===== src/rtl/bin_to_bcd_seq.sv =====
`default_nettype none
// ============================================================================
// bin_to_bcd_seq : sequential double-dabble binary-to-BCD converter (1 bit/clk)
// Revision 1.0
// ============================================================================
module bin_to_bcd_seq #(
  parameter int BIN_W  = 8,
  parameter int DIGITS = 3
) (
  input  logic                  clk,
  input  logic                  rst,
  input  logic                  start,
  input  logic [BIN_W-1:0]      bin,
  output logic                  busy,
  output logic                  done,
  output logic [4*DIGITS-1:0]   bcd,
  output logic                  ovf,
  output logic [DIGITS-1:0]     lz_mask
);

  localparam int CW = $clog2(BIN_W + 1);
  localparam int BW = 4 * DIGITS;

  // 10^DIGITS saturated at 2^BIN_W, which no captured value can reach
  function automatic logic [BIN_W:0] pow10_sat(input int n);
    logic [BIN_W+4:0] p;
    logic [BIN_W+4:0] cap;
    cap        = '0;
    cap[BIN_W] = 1'b1;
    p          = {{(BIN_W+4){1'b0}}, 1'b1};
    for (int i = 0; i < n; i++) begin
      p = p * 4'd10;
      if (p > cap) p = cap;
    end
    return p[BIN_W:0];
  endfunction

  localparam logic [BIN_W:0]    C_POW10  = pow10_sat(DIGITS);
  localparam logic [DIGITS-1:0] C_LZ_RST = {DIGITS{1'b1}} ^ DIGITS'(1);

  typedef enum logic [0:0] {
    S_IDLE = 1'b0,
    S_CONV = 1'b1
  } state_t;

  state_t            state_q, state_d;
  logic [BIN_W-1:0]  shift_q, shift_d;
  logic [BW-1:0]     scr_q,   scr_d;
  logic [CW-1:0]     cnt_q,   cnt_d;
  logic              ovfp_q,  ovfp_d;
  logic [BW-1:0]     bcd_q,   bcd_d;
  logic              ovf_q,   ovf_d;
  logic [DIGITS-1:0] lz_q,    lz_d;
  logic              done_q,  done_d;

  logic [BW-1:0]     corr;
  logic [BW-1:0]     scr_shl;
  logic [DIGITS-1:0] lz_next;
  logic              nz_seen;

  // add-3 on every digit from its pre-correction value, then shift in the next bit
  always_comb begin
    corr = scr_q;
    for (int i = 0; i < DIGITS; i++) begin
      if (scr_q[4*i +: 4] >= 4'd5) corr[4*i +: 4] = scr_q[4*i +: 4] + 4'd3;
    end
    scr_shl = (corr << 1) | {{(BW-1){1'b0}}, shift_q[BIN_W-1]};
  end

  always_comb begin
    lz_next = '0;
    nz_seen = 1'b0;
    for (int i = DIGITS - 1; i >= 1; i--) begin
      if (scr_shl[4*i +: 4] != 4'd0) nz_seen = 1'b1;
      lz_next[i] = ~nz_seen;
    end
  end

  always_comb begin
    state_d = state_q;
    shift_d = shift_q;
    scr_d   = scr_q;
    cnt_d   = cnt_q;
    ovfp_d  = ovfp_q;
    bcd_d   = bcd_q;
    ovf_d   = ovf_q;
    lz_d    = lz_q;
    done_d  = 1'b0;
    case (state_q)
      S_IDLE: begin
        if (start) begin
          state_d = S_CONV;
          shift_d = bin;
          scr_d   = '0;
          cnt_d   = CW'(BIN_W);
          ovfp_d  = ({1'b0, bin} >= C_POW10);
        end
      end
      S_CONV: begin
        scr_d   = scr_shl;
        shift_d = shift_q << 1;
        cnt_d   = cnt_q - CW'(1);
        if (cnt_q == CW'(1)) begin
          bcd_d   = scr_shl;
          ovf_d   = ovfp_q;
          lz_d    = lz_next;
          done_d  = 1'b1;
          state_d = S_IDLE;
        end
      end
      default: state_d = S_IDLE;
    endcase
  end

  always_ff @(posedge clk) begin
    if (rst) begin
      state_q <= S_IDLE;
      shift_q <= '0;
      scr_q   <= '0;
      cnt_q   <= '0;
      ovfp_q  <= 1'b0;
      bcd_q   <= '0;
      ovf_q   <= 1'b0;
      lz_q    <= C_LZ_RST;
      done_q  <= 1'b0;
    end else begin
      state_q <= state_d;
      shift_q <= shift_d;
      scr_q   <= scr_d;
      cnt_q   <= cnt_d;
      ovfp_q  <= ovfp_d;
      bcd_q   <= bcd_d;
      ovf_q   <= ovf_d;
      lz_q    <= lz_d;
      done_q  <= done_d;
    end
  end

  assign busy    = (state_q == S_CONV);
  assign done    = done_q;
  assign bcd     = bcd_q;
  assign ovf     = ovf_q;
  assign lz_mask = lz_q;

endmodule
`default_nettype wire


===== config.mk =====
export PLATFORM = sky130hd
export DESIGN_NAME = bin_to_bcd_seq
export DESIGN_NICKNAME = d
export VERILOG_FILES = /design/src/rtl/bin_to_bcd_seq.sv
export SDC_FILE = /design/constraint.sdc
export NUM_CORES = 1
export LEC_CHECK = 0
export ABC_AREA = 1
export CAP_MARGIN = 20
export CORE_AREA = 5 5 79 67
export CTS_CLUSTER_SIZE = 28
export DETAILED_ROUTE_END_ITERATION = 6
export DIE_AREA = 0 0 84 72
export PLACE_DENSITY = 0.67
export SLEW_MARGIN = 20
export SYNTH_ARGS = -nofsm -noshare
export SYNTH_HDL_FRONTEND = slang
export SYNTH_SLANG_ARGS = --single-unit

===== constraint.sdc =====
create_clock -name clk -period 2.18 [get_ports clk]
set_input_delay 0.327 -clock clk [delete_from_list [all_inputs] [get_ports clk]]
set_output_delay 0.327 -clock clk [all_outputs]
set_load 0.05 [all_outputs]

==> summary.md <==
| Metric | Value |
|---|---|
| Final Util | `53.32%` |
| Die W | `84 um` |
| P_leak | `1.051 nW` |
| Share of layout cells above drive strength 1 | `7.071%` |
| Post-synthesis cell type count | `24` |
| Final setup violation count | `0` |
| Hold_buf cts | `0` |
| FF-to-FF End | `bcd[1]` |
| Design area | `2349 sq um` |
| Startpoint Class | `register` |
| Setup slack, reg-to-reg | `0.62 ns` |
| Die ar. | `6048 sq um` |
| Most common cell after layout, fill and taps aside | `nand2_1` |
| # diodes | `0` |
| GRT Util Overall | `14.39%` |
| Worst hold slack | `0.4379 ns` |
| Initial antenna violation count | `0` |
| Largest net degree at the start of global routing | `18` |
| Status | `completed` |
| Via/cell ratio | `4.810` |
| Crit path from | `bcd[11]` |
| Area after DPL | `2222 sq um` |
| Relative slew slack | `66.49%` |
| Clk_lat worst skew | `0.30 ns` |
| Setup ws final | `0.3904 ns` |
| Setup CP Type | `reg -> out` |
| Clock input transition at the sequential cells of the worst setup and hold paths | `0.08 ns` |
| Slowest cell delay on critical path | `0.81 ns` |
| Initial core utilization | `43.35%` |
| HPWL after DPL | `3.021 mm` |
| Pre-CTS setup slack | `0.4901 ns` |
| Worst-path maximum fanout | `2` |
| Final Slew Violations | `0` |
| 1st-iter DRT viols | `123` |
| Worst r2r path cells | `6` |
| Clk sinks | `40` |
| CP required | `1.85 ns` |
| Final layout net count | `315` |
| Synth warn | `0` |
| CTS tree | `built` |
| Power density over cell area | `677.3 nW/um^2` |
| MaxCap Viol Count | `0` |
| FP Rows | `22` |
| Clock Root Buffer | `clkbuf_8` |
| Worst reg2reg startpoint | `busy` |
| Synthesis-to-layout area growth | `23.00%` |
| Worst Setup End Kind | `output port` |
| Fmax | `558.8 MHz` |
| Largest area contributor in the netlist | `dfxtp_1` |
| Slew @ Worst Pin | `0.5011 ns` |
| Top Family by Delay on Critical Path | `buffers and inverters` |
| Core Box Area | `4404 sq um` |
| RSZ-0062 raised after global routing | `false` |
| Period utilization | `82.09%` |
| Critical path buffers and inverters | `1` |
| Syn Inst Count | `268` |
| Critical Path Slowest Stage Cell | `clkdlybuf4s50_1` |
| Total gr overflow | `0` |
| Postcts setup bufs | `0` |
| Io pins | `29` |
| DRT Pass-1 Iters | `4` |
| Fin. Hold Viols | `0` |
| Via count | `1717` |
| Total negative slack | `0 ns` |
| Worst Hold End | `cnt_q[2]` |
| Commonest non-fill, non-tap cells in the layout | `nand2_1, dfxtp_1, nand3_1` |
| Peak supply drop | `0.0004726 V` |
| First-pass GRT wire length | `6.969 mm` |
| Cell breakdown of the critical path | `clkdlybuf4s50_1` |
| Final RePlAce weighted congestion | `0.8508` |
| Post-synth top area share | `41.94%` |
| Vias in the first global route | `1515` |
| Sequential element share of the synthesized area | `41.94%` |
| Die Span Y | `72 um` |
| Flops & latches, synth | `40` |
| # DRC | `0` |
| H-Tree Level Count | `2` |
| Post-synthesis cell area | `1909 sq um` |
| Largest cells by area after synthesis | `dfxtp_1, nand2_1, nand3_1` |
| Hold crit path type | `reg -> reg` |
| DR WL/cell | `11.64 um` |
| Avg Synthesized Cell Area | `7.124 sq um` |
| Worst-case clock skew | `0.009095 ns` |
| Num CTS Buffers | `5` |
| Tmin final | `1.790 ns` |
| Post-cts resize count | `0` |
| IO Port Bufs | `26` |
| Total wire length | `4.155 mm` |
| Hold Path Origin | `cnt_q[2]` |
| Arrival @ worst endpoint | `1.46 ns` |
| Antenna Violating Nets Remaining | `0` |
| Max clock buf depth | `2` |
| WHS Path Cells | `1` |
-- flip-flops by register name, summed over array words and instances, names as in the netlist --
name and cells:
lz_mask 2, bcd 12, scr_q 12, busy 1, cnt_q 4, done 1, shift_q 8
-- area by class of cell --
type	count	area [sq um]
Multi-Input combinational cell	180	900.9
Tap cell	60	75.07
Inverter	36	135.1
Clock inverter	1	30.03
Fill cell	444	2056
Timing Repair Buffer	33	310.3
Sequential cell	40	800.8
Clock buffer	7	96.34
-- per-stage QoR --
step,std cells,total power [W]
after detailed placement,349,0.0009463
after global routing,357,0.001663
final,357,0.001591
after floorplan,269,0.0008963
after CTS,357,0.001611
after global placement,349,0.0009449
-- routing by layer --
| metal | track usage, % | up-vias | share of wire, % |
|---|---|---|---|
| met5 | 0 | - | 0 |
| li1 | - | 922 | - |
| met2 | 21.71 | 53 | 42 |
| met1 | 19.24 | 736 | 49 |
| met3 | 4.540 | 6 | 7.4 |
| met4 | 5.714 | 0 | 1.1 |
-- logic make-up after synthesis --
kind of cell / count (synthesis) / share of synthesized area [%]
compound gates: 43 / 12.12
fa+ha+maj: 8 / 5.243
buf+inv: 49 / 11.07
flops: 40 / 41.94
other cells: 1 / 0.1964
simple gates: 127 / 29.42
-- power breakdown --
group | internal (W) | leakage, nW | switching [W]
sequential | 0.000751 | 0.325 | 0.0000150
combinational | 0.0000599 | 0.662 | 0.000103
clock | 0.000404 | 0.0645 | 0.000258
total | 0.00121 | 1.05 | 0.000376
-- how the worst max path moves through the flow --
stage	to	slack, ns	cells after the start
final	bcd[11]	0.39	1
after global routing	bcd[11]	0.33	1
after CTS	bcd[11]	0.37	1
after floorplan	lz_mask[1]	0.76	6
after global placement	shift_q[1]	0.52	7
after detailed placement	shift_q[1]	0.49	7
-- synth_stat cells --
cell type	n
a22oi_1	2
o21ai_0	16
clkbuf_1	2
a21oi_1	20
buf_6	1
nand4_2	2
nand4_1	5
nor3_1	2
inv_1	34
ha_1	8
nor2_2	1
nand2_1	72
conb_1	1
inv_2	2
nor2_1	6
buf_4	3
or2_1	1
dfxtp_1	40
a211oi_1	1
nand3_1	38
buf_2	7
o211ai_1	1
o221ai_1	1
a31oi_1	2
(Power assumes the default switching activity.)
